[config.mk]
export PLATFORM = sky130hd
export DESIGN_NAME = drtol2_snack_split
export DESIGN_NICKNAME = d
export VERILOG_FILES = /design/src/rtl/drtol2_snack_split.sv
export SDC_FILE = /design/constraint.sdc
export NUM_CORES = 1
export LEC_CHECK = 0
export ABC_CLOCK_PERIOD_IN_PS = 5000
export BUFFER_PORTS_ARGS = -buffer_cell sky130_fd_sc_hd__buf_2
export CORE_ASPECT_RATIO = 0.9
export CORE_MARGIN = 4
export CORE_UTILIZATION = 30
export DETAILED_ROUTE_END_ITERATION = 7
export GPL_ROUTABILITY_DRIVEN = 0
export HOLD_SLACK_MARGIN = 0.08
export PLACE_DENSITY_LB_ADDON = 0.05
export SYNTH_ARGS = -nofsm -noshare
export SYNTH_HDL_FRONTEND = slang
export SYNTH_SLANG_ARGS = --single-unit
export TNS_END_PERCENT = 1
[constraint.sdc]
create_clock -name clk -period 5 [get_ports clk]
set_input_delay 0.5 -clock clk [delete_from_list [all_inputs] [get_ports clk]]
set_output_delay 0.5 -clock clk [all_outputs]
set_load 0.02 [all_outputs]
[src/rtl/drtol2_snack_split.sv]
`default_nettype none
// ============================================================================
// Module   : drtol2_snack_split
// Purpose  : Directory-side snack splitter. Buffers one directory snack and
//            delivers it to one L2 slice (ack/fill) or to every slice
//            (snoop). For each snoop broadcast it collects one ack per slice
//            and returns a single merged (bitwise OR) snoop ack.
//            All links use valid/retry: a beat moves on valid && !retry.
// Ports    : clk, reset (sync, active-high)
//            drtol2_snack_*      : directory -> splitter snack stream
//            drtol2d_snack_*     : splitter -> slices (payload shared)
//            l2dtodr_snoop_ack_* : slices -> splitter snoop acks
//            l2todr_snoop_ack_*  : merged snoop ack -> directory
// Config   : DRSNACK_STATS_EN adds stat_ucast/stat_bcast/stat_stall
//            saturating 16-bit event counters.
// Revision : 1.0 - initial release
// ============================================================================
module drtol2_snack_split #(
  parameter int NSLICE  = 2,
  parameter int SLICE_W = 1,
  parameter int SNACK_W = 96,
  parameter int ACK_W   = 8
) (
  input  logic                    clk,
  input  logic                    reset,
  input  logic                    drtol2_snack_valid,
  output logic                    drtol2_snack_retry,
  input  logic [SNACK_W-1:0]      drtol2_snack,
  input  logic                    drtol2_snack_bcast,
  input  logic [SLICE_W-1:0]      drtol2_snack_slice,
  output logic [NSLICE-1:0]       drtol2d_snack_valid,
  input  logic [NSLICE-1:0]       drtol2d_snack_retry,
  output logic [SNACK_W-1:0]      drtol2d_snack,
  input  logic [NSLICE-1:0]       l2dtodr_snoop_ack_valid,
  output logic [NSLICE-1:0]       l2dtodr_snoop_ack_retry,
  input  logic [NSLICE*ACK_W-1:0] l2dtodr_snoop_ack,
  output logic                    l2todr_snoop_ack_valid,
  input  logic                    l2todr_snoop_ack_retry,
  output logic [ACK_W-1:0]        l2todr_snoop_ack
`ifdef DRSNACK_STATS_EN
  ,
  output logic [15:0]             stat_ucast,
  output logic [15:0]             stat_bcast,
  output logic [15:0]             stat_stall
`endif
);

  typedef enum logic [1:0] {
    ST_IDLE  = 2'd0,
    ST_BCAST = 2'd1,
    ST_EMIT  = 2'd2
  } state_t;

  state_t              state_q, state_d;
  logic                buf_full_q, buf_full_d;
  logic [SNACK_W-1:0]  buf_data_q;
  logic                buf_bcast_q;
  logic [SLICE_W-1:0]  buf_slice_q;
  logic [NSLICE-1:0]   sent_q, sent_d;
  logic [NSLICE-1:0]   got_q, got_d;
  logic [ACK_W-1:0]    acc_q, acc_d;

  logic                slice_ok;
  logic [NSLICE-1:0]   slice_xfer;
  logic                bcast_done;
  logic                buf_drain;
  logic                in_accept;
  logic [NSLICE-1:0]   ack_xfer;
  logic [ACK_W-1:0]    ack_or;
  logic                emit_taken;

  // A unicast index beyond the slice count is a directory bug; such a
  // message is drained without raising any slice valid.
  assign slice_ok = ({1'b0, buf_slice_q} < (SLICE_W+1)'(NSLICE));

  always_comb begin
    drtol2d_snack_valid = '0;
    for (int i = 0; i < NSLICE; i++) begin
      if (!reset && buf_full_q) begin
        if (buf_bcast_q)
          drtol2d_snack_valid[i] = ~sent_q[i];
        else
          drtol2d_snack_valid[i] = slice_ok && (buf_slice_q == SLICE_W'(i));
      end
    end
  end

  assign drtol2d_snack = buf_data_q;
  assign slice_xfer    = drtol2d_snack_valid & ~drtol2d_snack_retry;

  // Broadcast leaves the buffer in the cycle the last unsent slice accepts.
  assign bcast_done = &(sent_q | slice_xfer);
  assign buf_drain  = buf_full_q &
                      (buf_bcast_q ? bcast_done : (~slice_ok | (|slice_xfer)));

  // A second broadcast must wait until the previous merged ack is returned.
  assign drtol2_snack_retry = reset | (buf_full_q & ~buf_drain) |
                              (drtol2_snack_bcast & (state_q != ST_IDLE));
  assign in_accept = drtol2_snack_valid & ~drtol2_snack_retry;

  // Ack collection: each slice may ack once per broadcast, in any cycle of
  // BCAST, even before it has taken the snoop itself.
  assign l2dtodr_snoop_ack_retry = {NSLICE{reset | (state_q != ST_BCAST)}} | got_q;
  assign ack_xfer = l2dtodr_snoop_ack_valid & ~l2dtodr_snoop_ack_retry;

  always_comb begin
    ack_or = '0;
    for (int i = 0; i < NSLICE; i++) begin
      if (ack_xfer[i])
        ack_or = ack_or | l2dtodr_snoop_ack[i*ACK_W +: ACK_W];
    end
  end

  assign l2todr_snoop_ack_valid = ~reset & (state_q == ST_EMIT);
  assign l2todr_snoop_ack       = acc_q;
  assign emit_taken             = l2todr_snoop_ack_valid & ~l2todr_snoop_ack_retry;

  // Next-state logic
  always_comb begin
    state_d    = state_q;
    buf_full_d = in_accept | (buf_full_q & ~buf_drain);
    sent_d     = sent_q;
    got_d      = got_q | ack_xfer;
    acc_d      = acc_q | ack_or;
    if (buf_full_q && buf_bcast_q)
      sent_d = sent_q | slice_xfer;
    case (state_q)
      ST_IDLE: begin
        if (in_accept && drtol2_snack_bcast)
          state_d = ST_BCAST;
      end
      ST_BCAST: begin
        if ((&sent_q) && (&got_q))
          state_d = ST_EMIT;
      end
      ST_EMIT: begin
        if (emit_taken) begin
          state_d = ST_IDLE;
          sent_d  = '0;
          got_d   = '0;
          acc_d   = '0;
        end
      end
      default: state_d = ST_IDLE;
    endcase
  end

  always_ff @(posedge clk) begin
    if (reset) begin
      state_q     <= ST_IDLE;
      buf_full_q  <= 1'b0;
      buf_data_q  <= '0;
      buf_bcast_q <= 1'b0;
      buf_slice_q <= '0;
      sent_q      <= '0;
      got_q       <= '0;
      acc_q       <= '0;
    end else begin
      state_q    <= state_d;
      buf_full_q <= buf_full_d;
      sent_q     <= sent_d;
      got_q      <= got_d;
      acc_q      <= acc_d;
      if (in_accept) begin
        buf_data_q  <= drtol2_snack;
        buf_bcast_q <= drtol2_snack_bcast;
        buf_slice_q <= drtol2_snack_slice;
      end
    end
  end

  a_ucast_slice_range: assert property (
    @(posedge clk) disable iff (reset) (buf_full_q && !buf_bcast_q) |-> slice_ok);

`ifdef DRSNACK_STATS_EN
  logic [15:0] stat_ucast_q, stat_bcast_q, stat_stall_q;

  always_ff @(posedge clk) begin
    if (reset) begin
      stat_ucast_q <= '0;
      stat_bcast_q <= '0;
      stat_stall_q <= '0;
    end else begin
      if (buf_drain && !buf_bcast_q && stat_ucast_q != 16'hFFFF)
        stat_ucast_q <= stat_ucast_q + 16'd1;
      if (emit_taken && stat_bcast_q != 16'hFFFF)
        stat_bcast_q <= stat_bcast_q + 16'd1;
      if (drtol2_snack_valid && drtol2_snack_retry && stat_stall_q != 16'hFFFF)
        stat_stall_q <= stat_stall_q + 16'd1;
    end
  end

  assign stat_ucast = stat_ucast_q;
  assign stat_bcast = stat_bcast_q;
  assign stat_stall = stat_stall_q;
`endif

endmodule
`default_nettype wire

==> summary.md <==
| Metric | Value |
|---|---|
| Initial antenna violation count | 1 |
| Layout cells sized above 1 | 0.554 |
| Root buf cell | clkbuf_16 |
| Main synth FF type | dfxtp_1 |
| Hold-fix buffer count after cts | 0 |
| Unique masters post-synth | 30 |
| First-pass GRT wire length | 18200 µm |
| Overflow after GRT | 0 |
| Seq cells post-synth | 113 |
| Initial Util | 0.306 |
| Avg Inst Size Synth | 11.5 µm² |
| Drt wl/cell | between 10 and 15 µm |
| DRT antenna net count | 0 |
| Skew-Pair Late Insertion Delay | 400 ps |
| Critical Path AT | 1960 ps |
| Nets@finish | 744 |
| First-pass iteration count of the detailed router | 4 |
| Max Freq | 406 MHz |
| Core area | 14700 µm² |
| Full die area | 17100 µm² |
| CTS Buf Count | 17 |
| MaxCap Viol Count | 0 |
| DIE HEIGHT | 124 µm |
| Final period util | 0.493 |
| Tot GR Track Use | 0.139 |
| Setup TNS | 0 ps |
| Area grow syn2layout | 41.6% |
| Final Max Tran Viols | 0 |
| Most common cell in the synthesized netlist | dfxtp_1 |
| Crit-path max cell delay | around 610 ps |
| Remaining DRCs | 0 |
| Largest net degree at the start of global routing | 58 |
| Sink Count | 113 |
| Comb power frac | 0.166 |
| Min Tclk post-route | 2460 ps |
| Clock Skew | 5.86 ps |
| Resized cells post-CTS | 0 |
| Post-synth top area share | 0.502 |
| Num rows | 42 |
| # IOs | 232 |
| Setup Buffers After CTS | 0 |
| Critical Path Sink Type | output port |
| Number of synthesized flops with an enable pin | 0 |
| Pint | 1970 µW |
| Fin area | 6380 µm² |
| RSZ-0062 raised after global routing | false |
| Final Hold Viols | 0 |
| Worst EP required | 4500 ps |
| DRT iter0 DRCs | 88 |
| Slowest CP cell | buf_4 |
| Endpoints failing setup | 0 |
| Sequential area share after synthesis | 0.502 |
| Area post-placement | 5810 µm² |
| Die width | about 140 µm |
| Reg clk slew, reported paths | 50 ps |
| Max Buffers Root-to-Sink | 2 |
| Sequential share of power | 0.390 |
| Max-Slew Margin vs Limit | 0.434 |
| Clock network fraction of design power | 0.444 |
| Cell Chain, Critical Path | buf_4 > buf_4 > or3_1 > buf_2 |
| Port Buffers | approximately 230 |
| Critical path class | input pin to output port |
| Outcome | finished clean |
| Cell taking the most area after synthesis | dfxtp_1 |
| Sw Ratio | 0.248 |
| Vias in the first global route | 3602 |
| Peak supply drop | 0.000218 V |
| H-tree depth | 4 |
| Leak pwr | 0.00316 µW |
| Cell area after technology mapping | 4510 µm² |
| CTS tree | done |
| Power per Cell Area | 411 nW/µm² |
| Vias per cell | 4.24 |
| Async set-reset flop share out of synthesis | 0 |
| Top cell by count, worst path | buf_4 |
| N_diodes | 0 |
| Commonest cells in the netlist | dfxtp_1, nor2b_1, mux2_2 |
| Hold Path Class | input pin to register |
| Slew at the pin closest to its max-slew limit | 848 ps |
| Via count | 3535 |
| DRT Wirelength | 11900 µm |
| Total nets after synthesis | 514 |
| Yosys warning count | 0 |
| Cells after Synth | 392 |
| Sw power | 652 µW |
| CP Launch Type | input pin |
| Top post-synthesis cells by area | dfxtp_1, mux2_2, nor2b_1 |
| Post-detail-place hpwl | approximately 8600 µm |
| Crit path max fanout | between 50 and 60 |
logic make-up after synthesis:
logic type,Yosys count,share of synthesized area
AOI/OAI and AO/OA,22,0.0441
muxes,99,0.247
buffers and inverters,27,0.0325
DFF,113,0.502
and+or+nand+nor,131,0.175
power groups by stage:
stage          registers (µW)  logic [µW]  clock network [µW]
4_1_cts                  1020         444                1210
6_report                 1020         435                1170
2_1_floorplan            1140         184                   0
3_3_place_gp             1040         436                   0
5_1_grt                  1030         470                1260
3_5_place_dp             1040         443                   0
stage by stage:
stage | hold WS, ps | setup WS [ps] | util | power, µW | cells
2_1_floorplan | 471 | 2950 | - | 1320 | 392
3_3_place_gp | 455 | 2150 | 0.395 | 1480 | 801
3_5_place_dp | 459 | 2100 | 0.395 | 1480 | 801
4_1_cts | 274 | 2480 | 0.434 | 2680 | 833
5_1_grt | 280 | 2370 | 0.434 | 2760 | 833
6_report | 304 | 2540 | 0.434 | 2620 | 833
area by class of cell:
type	count	area, µm²
well taps	198	248
fillers	1461	8330
flip-flops and latches	113	2260
clock inverters	5	75.1
inverters	4	15.0
multi-input cells	252	2100
clock buffers	27	503
repair buffers	234	1180
worst paths after layout:
kind,startpoint,endpoint,slack (ps),cells past startpoint
hold reg to reg,l2todr_snoop_ack[6],l2todr_snoop_ack[6],470,2
hold / removal,drtol2_snack[28],drtol2d_snack[28],300,2
setup / recovery,reset,l2dtodr_snoop_ack_retry[0],2540,4
setup reg to reg,buf_bcast_q,drtol2d_snack[56],2700,5
metal layers:
| metal | share of wire | wire (µm) | track usage | up-vias |
|---|---|---|---|---|
| met5 | 0.0010 | 12 | 0 | - |
| met4 | 0.012 | 138 | 0.0469 | 2 |
| met3 | 0.10 | 1210 | 0.0828 | 10 |
| met2 | 0.50 | 5960 | 0.235 | 115 |
| met1 | 0.38 | 4560 | 0.142 | 1613 |
| li1 | - | - | - | 1795 |
sequential cells by signal (all words and copies together) (netlist names):
register and count:
state_q 2, got_q 2, sent_q 2, buf_slice_q 1, buf_bcast_q 1, l2todr_snoop_ack 8, drtol2d_snack 96, buf_full_q 1
critical path, delay by kind of cell:
family / cells / cell delay [ps]
buffers and inverters: 3 / 1240
AND/OR/NAND/NOR: 1 / 190
cell usage in the layout, fill, tap and decap left out, drive strengths merged, types with 2 or more instances in the layout:
master,n
nor2,16
nand2b,4
o21ba,2
nor2b,98
nor3b,2
dfxtp,113
mux2i,2
nand2,5
a21o,2
mux2,97
inv,4
buf,234
clkbuf,27
bufinv,2
a221oi,8
clkinv,3
or3,2
nor4b,2
Note: power is estimated with default switching activity, not from simulation.
